## config.mk

```make
export PLATFORM = sky130hd
export DESIGN_NAME = pipeline_ctrl
export DESIGN_NICKNAME = d
export VERILOG_FILES = /design/src/rtl/pipeline_ctrl.sv
export SDC_FILE = /design/constraint.sdc
export NUM_CORES = 1
export LEC_CHECK = 0
export BUFFER_PORTS_ARGS = -buffer_cell sky130_fd_sc_hd__buf_2
export CAP_MARGIN = 30
export CORE_AREA = 2 2 92 94
export CTS_BUF_LIST = sky130_fd_sc_hd__clkbuf_8
export DETAILED_ROUTE_END_ITERATION = 16
export DIE_AREA = 0 0 94 96
export PLACE_DENSITY = 0.83
export SLEW_MARGIN = 20
export SYNTH_ARGS = -nofsm -noshare
export SYNTH_HDL_FRONTEND = slang
export SYNTH_SLANG_ARGS = --single-unit
```

## constraint.sdc

```tcl
create_clock -name clk -period 7.3 [get_ports clk]
set_clock_uncertainty 0.1 [all_clocks]
set_input_delay 0.73 -clock clk [delete_from_list [all_inputs] [get_ports clk]]
set_output_delay 0.73 -clock clk [all_outputs]
set_load 0.02 [all_outputs]
```

## src/rtl/pipeline_ctrl.sv

```systemverilog
// Central pipeline sequencer for the 5-stage core.
// Merges memory wait states, MUL/DIV handshakes, branch redirects, halt
// requests and load-use stalls into prioritised per-stage load enables and
// flushes. It also keeps saturating stall and flush performance counters.
module pipeline_ctrl #(
    parameter int CNT_W = 32
) (
    input  logic             clk,
    input  logic             rst_n,
    input  logic             load_use_stall,
    input  logic             branch_taken,
    input  logic             halt_req,
    input  logic             mdu_op_ex,
    input  logic             mdu_done,
    input  logic             dmem_req,
    input  logic             dmem_ready,
    input  logic             cnt_clr,
    output logic             pc_we,
    output logic             if_id_we,
    output logic             id_ex_we,
    output logic             ex_mem_we,
    output logic             mem_wb_we,
    output logic             if_id_flush,
    output logic             id_ex_flush,
    output logic             ex_mem_flush,
    output logic             mdu_start,
    output logic             halted,
    output logic [CNT_W-1:0] stall_count,
    output logic [CNT_W-1:0] flush_count
);

    localparam logic [1:0] ST_RUN      = 2'd0;
    localparam logic [1:0] ST_MEM_WAIT = 2'd1;
    localparam logic [1:0] ST_MDU_BUSY = 2'd2;
    localparam logic [1:0] ST_HALTED   = 2'd3;

    logic [1:0] state_reg, state_next;
    // we_next bit order: {pc, if_id, id_ex, ex_mem, mem_wb}
    logic [4:0] we_next;
    // flush_next bit order: {if_id, id_ex, ex_mem}
    logic [2:0] flush_next;
    logic       start_next;
    logic       halted_next;
    logic       branch_flush;
    logic [1:0] cnt_inc;

    // Prioritised control decode and next-state selection.
    // A flushed stage always has its load enable set as well.
    always_comb begin
        state_next   = state_reg;
        we_next      = 5'b00000;
        flush_next   = 3'b000;
        start_next   = 1'b0;
        halted_next  = 1'b0;
        branch_flush = 1'b0;
        case (state_reg)
            ST_RUN: begin
                if (dmem_req && !dmem_ready) begin
                    state_next = ST_MEM_WAIT;
                end else if (mdu_op_ex) begin
                    we_next    = 5'b00011;
                    flush_next = 3'b001;
                    start_next = 1'b1;
                    state_next = ST_MDU_BUSY;
                end else if (branch_taken) begin
                    we_next      = 5'b11111;
                    flush_next   = 3'b110;
                    branch_flush = 1'b1;
                end else if (halt_req) begin
                    we_next    = 5'b01111;
                    flush_next = 3'b110;
                    state_next = ST_HALTED;
                end else if (load_use_stall) begin
                    we_next    = 5'b00111;
                    flush_next = 3'b010;
                end else begin
                    we_next = 5'b11111;
                end
            end
            ST_MEM_WAIT: begin
                // Everything except the memory handshake is ignored while EX is held.
                if (dmem_ready) begin
                    we_next    = 5'b11111;
                    state_next = ST_RUN;
                end
            end
            ST_MDU_BUSY: begin
                // EX/MEM holds a bubble here, so dmem_req is ignored.
                if (mdu_done) begin
                    we_next    = 5'b11111;
                    state_next = ST_RUN;
                end else begin
                    we_next    = 5'b00011;
                    flush_next = 3'b001;
                end
            end
            default: begin
                // Halted: the front end is frozen and the tail drains bubbles.
                we_next     = 5'b00011;
                flush_next  = 3'b001;
                halted_next = 1'b1;
            end
        endcase
    end

    // Outputs are gated by reset so they drop to zero as soon as rst_n goes low.
    always_comb begin
        pc_we        = rst_n & we_next[4];
        if_id_we     = rst_n & we_next[3];
        id_ex_we     = rst_n & we_next[2];
        ex_mem_we    = rst_n & we_next[1];
        mem_wb_we    = rst_n & we_next[0];
        if_id_flush  = rst_n & flush_next[2];
        id_ex_flush  = rst_n & flush_next[1];
        ex_mem_flush = rst_n & flush_next[0];
        mdu_start    = rst_n & start_next;
        halted       = rst_n & halted_next;
    end

    // State register; reset always returns to RUN, which drops any pending MDU op.
    always_ff @(posedge clk or negedge rst_n) begin
        if (!rst_n) begin
            state_reg <= ST_RUN;
        end else begin
            state_reg <= state_next;
        end
    end

    // Counter events: index 0 counts stall cycles, index 1 counts branch flushes.
    // A halted core does not count as stalled.
    assign cnt_inc = {branch_flush, (state_reg != ST_HALTED) && !we_next[4]};

    for (genvar gi = 0; gi < 2; gi++) begin : g_cnt
        logic [CNT_W-1:0] cnt_reg;

        // Saturating counter; a clear takes priority over an increment.
        always_ff @(posedge clk or negedge rst_n) begin
            if (!rst_n) begin
                cnt_reg <= '0;
            end else if (cnt_clr) begin
                cnt_reg <= '0;
            end else if (cnt_inc[gi] && (cnt_reg != {CNT_W{1'b1}})) begin
                cnt_reg <= cnt_reg + CNT_W'(1);
            end
        end
    end

    assign stall_count = g_cnt[0].cnt_reg;
    assign flush_count = g_cnt[1].cnt_reg;

endmodule

```

Yosys cells after proc, flatten, opt, wreduce, memory -nomap -nowiden
Cells that the tools add are included.
Cells by class
  add/subtract/negate cells: 2
  multipliers: 0
  divide/modulo/power cells: 0
  order comparisons: 0
  equality and inequality tests: 9
  shift-type cells: 0
  mux-type cells: 34
  bitwise logic cells: 10
  reductions and logical operators: 12
Operator list (number)
  2-to-1 mux 32 bit: 4
  adder 32 x 1 -> 32 bit, second input constant: 2
  != test 32 bit, second input constant: 2
  2-to-1 mux 5 bit: 7
  case mux 5 bit (3 select lines): 1
  2-to-1 mux 2 bit: 7
  2-to-1 mux 3 bit: 4
  bitwise AND 1 bit: 10
  2-to-1 mux 1 bit: 9
  case mux 3 bit (3 select lines): 1
  != test 4 bit, second input constant: 2
  != test 2 bit, second input constant: 3
  case mux 2 bit (3 select lines): 1
  AND reduction 5 bit: 1
  logical AND 1 bit: 4
  nonzero test 2 bit: 2
  nonzero test 3 bit: 1
  OR reduction 3 bit: 1
  equality test 2 x 1 -> 1 bit, second input constant: 1
  equality test 2 bit, second input constant: 1
  zero test 1 bit: 2
  zero test 2 bit: 1
Word-level totals
  register bits after elaboration: 66
  latch bits: 0
  bits in writable memories: 0
  bits in read-only memories: 0
  output and inout port bits: 74
  memories kept: 0

Depth between registers and ports, before layout
Gate-level depths: netlist of the first run.
  depth after elaboration: 11
  depth in mapped cells: 9
  depth with buffers taken out: 7

Least setup slack after synthesis of the first run
OpenSTA, ideal clock, no wires.
  kind: in2out
  start point: input port mdu_op_ex
  end point: output port if_id_we
  arrival: 1.832 ns
  data required time: 6.470 ns
  setup slack: 4.638 ns
  stages: 5
  buffers on the path: 0
  cells stage by stage: nor2b_1 and2_1 nor2_1 nor2_1 o21a_1
On the way
  cells in the longest elaborated chain, start to end: 4
RTL lines
  start: declaration: RTL line 13  | input logic mdu_op_ex,
  2-to-1 mux 5 bit: RTL line 60  | end else if (mdu_op_ex) begin
  2-to-1 mux 5 bit: RTL line 58  | if (dmem_req && !dmem_ready) begin
  case mux 5 bit (3 select lines): RTL line 56  | case (state_reg)
  bitwise AND 1 bit: RTL line 109  | if_id_we = rst_n & we_next[3];
  end: declaration: RTL line 19  | output logic if_id_we,
Every way passes these cells.

Final worst setup path of the first run
  start point: input port rst_n
  end point: output port if_id_we
On the way
  cells in the longest elaborated chain, start to end: 1
RTL lines
  start: declaration: RTL line 9  | input logic rst_n,
  bitwise AND 1 bit: RTL line 109
Every way passes these cells.

==> flow_summary.json, run 1 <==
{
  "rows": 33,
  "cp_max_fo": 70,
  "numCtsBuffers": 9,
  "drv_slew": 0,
  "wire_per_inst_um": 15.1,
  "ys.flop_type": "dfrtp_1",
  "setup_viol": 0,
  "ios": 84,
  "firstDrtPassIters": 5,
  "fp.dieH_um": 96,
  "r2r-start": "state_reg[0]$_DFFE_PN0P_",
  "dp_hpwl_mm": 6.62,
  "p_leak_nw": 1.96,
  "synth_nets": 464,
  "synth-seq-cells": 66,
  "synth_top_family_by_area": "simple AND/OR/NAND/NOR gates",
  "gp_congestion": 0.789,
  "netlist_area_sq_um": 3910,
  "r2r_end": "flush_count[29]$_DFFE_PN0P_",
  "drc": 0,
  "die_width_um": 94,
  "hp-class": "flip-flop to flip-flop",
  "synth-simple-area-share": 0.299,
  "track_usage": 0.220,
  "worstMarginPinSlew_ps": 884,
  "peakVddDrop_v": 0.000113,
  "area_delta_synth_final_pct": 16.5,
  "n_antenna_cell": 0,
  "htree_levels": 3,
  "synth_compound_area_frac": 0.182,
  "synth.yosys.seq_area_share": 0.422,
  "initial_core_util": 0.486,
  "io_buffers": 83,
  "vias": 3816,
  "setup_tns_ps": 0,
  "antenna_found_initial": 0,
  "grt_max_degree": 75,
  "endpoint": "if_id_we",
  "path_clk_slew_ps": 70,
  "yosysWarnings": 0,
  "cts_tree": "yes",
  "vias_per_cell": 6.01,
  "crit_required_ps": 6470,
  "fmax_ghz": 0.327,
  "outcome": "complete, no violations",
  "rsz0062_at_grt": "no",
  "drtIter0Drc": 263,
  "endpoint_kind": "output port",
  "critPathKind": "input port to output port",
  "first_global_vias": 3521,
  "synth_mux_area_frac": 0.0256,
  "holdBufCountCts": 0,
  "synth_fa_ha_area_frac": 0.0192,
  "drt_wl_total_mm": 9.61,
  "critPathLaunch": "rst_n",
  "nets": 542,
  "power_density_nw_per_um2": 195,
  "async_flop_share": 1.00,
  "post_dp_cell_area_sq_um": 4360,
  "finalHoldViolCount": 0,
  "cts_buffer_depth": 2,
  "cap_violations": 0,
  "synth-edff-count": 0,
  "die-area_sq_um": 9020,
  "cts_sinks": 66,
  "dp.cells": 619,
  "antenna_left": 0,
  "synthCells": 448,
  "grt_overflow": 0,
  "arrival_ps": 2230,
  "instances_no_fill": 635,
  "period_needed_ps": 3060,
  "syn_avg_cell_area_sq_um": 8.74,
  "synth.distinct_cells": 51,
  "grt_pass1_wl_mm": 16.0,
  "start_kind": "input port",
  "fin_crit_sh": 0.419,
  "relSlewSlack": 0.410,
  "post-cts-setup-buffers": 0,
  "drive_gt1_frac": 0.230,
  "fp.coreArea_sq_um": 8050,
  "cts_resized": 0,
  "reg2reg_depth": 7,
  "cts-root-buf": "clkbuf_8",
  "fin_area_sq_um": 4560,
  "synth_xor_xnor_area_share": 0.00448,
  "insertion_delay_ps": 340,
  "rrSetupSlack_ps": 4430
}
Yosys cell counts, types with 9 or more instances:
master    instances  area (sq um)
or3_1            31           194
o21ai_0          33           165
o31ai_1          19           143
nand3_1          25           125
nor2_1           29           109
nor2b_1           9          56.3
or4_1            22           165
nand4_1          22           138
clkbuf_1         12          45.0
nand2_1          29           109
a21oi_1          53           265
inv_1            16          60.1
dfrtp_1          66          1650
logic make-up (layout without fill, tap and decap cells):
family,count (synthesis),after routing
AND/OR/NAND/NOR,207,207
AO/OA/AOI/OAI,121,121
flip-flops,66,66
buffers and inverters,37,119
multiplexers,9,9
adder cells (fa/ha/maj),6,6
XOR/XNOR,2,2
cell usage in the layout, fill, tap and decap left out, drive strengths merged, types with 2 or more instances in the layout:
cell type / n
a211oi: 2
or4: 23
nor2b: 9
clkinv: 2
nand2b: 3
clkbuf: 13
buf: 88
nor3b: 2
dfrtp: 66
or2: 5
nand2: 29
o21ai: 35
or3: 33
and3: 4
mux2: 8
nand3: 26
o31ai: 19
and2: 5
xor2: 2
ha: 6
nor2: 29
a21oi: 53
nor4: 5
o21a: 2
nor3: 8
inv: 16
and4: 2
nand4: 22
metrics by stage:
stage                     worst slack [ps]  power [mW]  hold WS [ps]   util
final                                 4240       0.888           452  0.566
after global routing                  4050       0.933           477  0.566
after CTS                             4180       0.892           452  0.565
after global placement                4250       0.590           419  0.541
after detailed placement              4170       0.602           435  0.542
after floorplan                       4640       0.545           334      -
worst min path at each step:
stage / start / slack (ps) / depth (start not counted) / end
6_report: state_reg[0]$_DFFE_PN0P_ / 450 / 1 / state_reg[0]$_DFFE_PN0P_
5_1_grt: state_reg[0]$_DFFE_PN0P_ / 480 / 1 / state_reg[0]$_DFFE_PN0P_
4_1_cts: state_reg[0]$_DFFE_PN0P_ / 450 / 1 / state_reg[0]$_DFFE_PN0P_
3_5_place_dp: state_reg[0]$_DFFE_PN0P_ / 440 / 1 / state_reg[0]$_DFFE_PN0P_
3_3_place_gp: state_reg[1]$_DFFE_PN0P_ / 420 / 2 / state_reg[1]$_DFFE_PN0P_
2_1_floorplan: rst_n / 330 / 0 / flush_count[0]$_DFFE_PN0P_
worst max-delay path, cell delays in order:
cell and delay (ps):
buf_2 80, buf_4 670, nand2b_1 240, nor2_1 190, o21a_1 140, buf_2 160
final cells by class:
type                       instances  area (sq um)
fill                             755          3490
multi-input combinational        345          2080
sequential                        66          1650
timing repair buffer              88           450
clock buffer                      13           179
tap                              105           131
inverter                          16          60.1
clock inverter                     2          10.0
power breakdown:
| part | leakage (nW) | internal [mW] | total [mW] | switching [mW] |
|---|---|---|---|---|
| clock network | 0.101 | 0.158 | 0.293 | 0.135 |
| registers | 0.917 | 0.378 | 0.393 | 0.0153 |
| logic | 0.937 | 0.0708 | 0.202 | 0.131 |
routing by layer:
| metal | vias to the layer above | part of all wire | track usage |
|---|---|---|---|
| met2 | 112 | 0.49 | 0.364 |
| met5 | - | 0 | 0 |
| met3 | 14 | 0.049 | 0.0392 |
| li1 | 1835 | - | - |
| met1 | 1855 | 0.45 | 0.288 |
| met4 | 0 | 0.017 | 0.0833 |
(Power assumes the default switching activity.)
==> inputs of run 2 (changes only) <==
Settings changed: PLACE_DENSITY 0.83 to 0.86.
Clock period 7.3 ns to 2.5 ns, I/O delays scaled along.
==> flow_summary.json, run 2 (synthesis results as in run 1) <==
{
  "insertion_delay_ps": 330,
  "antenna_left": 0,
  "wire_per_inst_um": 15.8,
  "numCtsBuffers": 9,
  "cts_tree": "yes",
  "drive_gt1_frac": 0.307,
  "rrSetupSlack_ps": 60,
  "setup_viol": 0,
  "die-area_sq_um": 9020,
  "mostFrequentLayoutCell": "buf_2",
  "r2r-start": "stall_count[11]$_DFFE_PN0P_",
  "track_usage": 0.224,
  "r2r_end": "stall_count[27]$_DFFE_PN0P_",
  "hold_start": "mdu_op_ex",
  "path_common_cell": "or4_1",
  "hp-class": "input port to flip-flop",
  "nets": 574,
  "drc": 0,
  "grt_pass1_wl_mm": 16.3,
  "antenna_found_initial": 0,
  "post-place-ws_ps": -135,
  "initial_core_util": 0.486,
  "die_width_um": 94,
  "reg2reg_depth": 5,
  "cts_sinks": 66,
  "critPathLaunch": "stall_count[11]$_DFFE_PN0P_",
  "drv_slew": 0,
  "rows": 33,
  "min_to": "state_reg[0]$_DFFE_PN0P_",
  "peakVddDrop_v": 0.000387,
  "cts_buffer_depth": 2,
  "multi_input_area_sq_um": 2170,
  "start_kind": "flip-flop",
  "max_stage_delay_ps": 540,
  "period_needed_ps": 2440,
  "n_antenna_cell": 0,
  "outcome": "complete, no violations",
  "fp.dieH_um": 96,
  "layout_common_cells": "buf_2, dfrtp_1, a21oi_1, buf_4",
  "drt_wl_total_mm": 10.5,
  "first_global_vias": 3576,
  "endpoint_kind": "flip-flop",
  "vias": 3982,
  "setup_tns_ps": 0,
  "p_leak_nw": 2.13,
  "htree_levels": 3,
  "fillCellCount": 687,
  "critPathKind": "flip-flop to flip-flop",
  "grt_overflow": 0,
  "ios": 84,
  "cts-root-buf": "clkbuf_8",
  "area_delta_synth_final_pct": 26.7,
  "worstMarginPinSlew_ps": 777,
  "gp_congestion": 0.824,
  "fp.coreArea_sq_um": 8050,
  "crit_chain": "nand3_1 > or4_1 > or3_4 > or4_1 > a21oi_1",
  "slowest_stage": "or4_1",
  "finalHoldViolCount": 0,
  "arrival_ps": 2600,
  "cap_violations": 0,
  "relSlewSlack": 0.482,
  "path_clk_slew_ps": 80,
  "dp_hpwl_mm": 7.11,
  "seq_area_sq_um": 1660,
  "vias_per_cell": 5.96,
  "fmax_ghz": 0.409,
  "power_density_nw_per_um2": 610,
  "cp_max_fo": 14,
  "grt_max_degree": 61,
  "drtIter0Drc": 298,
  "hold_depth": 3,
  "layout_setup_ws_ps": 57.4,
  "crit_required_ps": 2660,
  "firstDrtPassIters": 5,
  "io_buffers": 83,
  "fin_crit_sh": 0.977
}
[run 2: cell types whose count changed in the layout (fill, tap and decap cells not counted), moves of 3 or more]
cell | previous run | this run
buf_4 | 4 | 32
clkbuf_8 | 13 | 10
dfrtp_1 | 66 | 63
dfrtp_2 | 0 | 3
ha_1 | 6 | 2
nor4_1 | 5 | 2
nor4_2 | 0 | 3
[run 2: what timing repair did]
action,4_1_cts,5_1_grt
hold buffers,1,0
setup endpoints to repair,11,17
gates resized for setup,5,24
pin swaps,2,7
cloned,0,0
setup buffers,3,14
endpoints found under the hold margin,6,0
[run 2: critical path, delay by kind of cell (launching register included)]
| kind | cells | cell delay, ps |
|---|---|---|
| DFF | 1 | 450 |
| AOI/OAI and AO/OA | 1 | 150 |
| and+or+nand+nor | 4 | 1670 |
[run 2: how the worst max path moves through the flow]
| stage | to | slack (ps) |
|---|---|---|
| floorplan | stall_count[17]$_DFFE_PN0P_ | 90 |
| global placement | stall_count[30]$_DFFE_PN0P_ | -7 |
| detailed placement | stall_count[18]$_DFFE_PN0P_ | -130 |
| CTS | stall_count[14]$_DFFE_PN0P_ | 30 |
| global route | stall_count[14]$_DFFE_PN0P_ | -70 |
| finish | stall_count[27]$_DFFE_PN0P_ | 60 |
[run 2: cell type report]
type / count / area share
flip-flops and latches: 66 / 0.334
well taps: 105 / 0.0265
multi-input cells: 345 / 0.437
repair buffers: 120 / 0.147
clock inverters: 6 / 0.0164
clock buffers: 10 / 0.0277
inverters: 16 / 0.0121
[run 2: metrics by stage]
step	instance area [sq um]	hold WS [ps]	cells	power (mW)	utilization
after CTS	4780	198	654	2.86	0.593
final	4960	198	668	3.02	0.616
after floorplan	3910	-146	448	1.59	-
after global routing	4960	204	668	3.16	0.616
after detailed placement	4500	14.7	634	1.81	0.559
after global placement	4500	11.4	634	1.77	0.559
[run 2: where the power goes]
| group | switching (mW) | internal (mW) |
|---|---|---|
| Sequential | 0.0550 | 1.10 |
| Combinational | 0.468 | 0.399 |
| Clock | 0.416 | 0.582 |
| Total | 0.939 | 2.08 |
[run 2: layer usage]
metal  vias to the layer above  share of wire  GRT usage
li1                       1907              -          -
met1                      1927           0.43      0.294
met2                       129           0.50      0.370
met3                        19          0.053     0.0431
met4                         0          0.019     0.0857
met5                         -              0          0
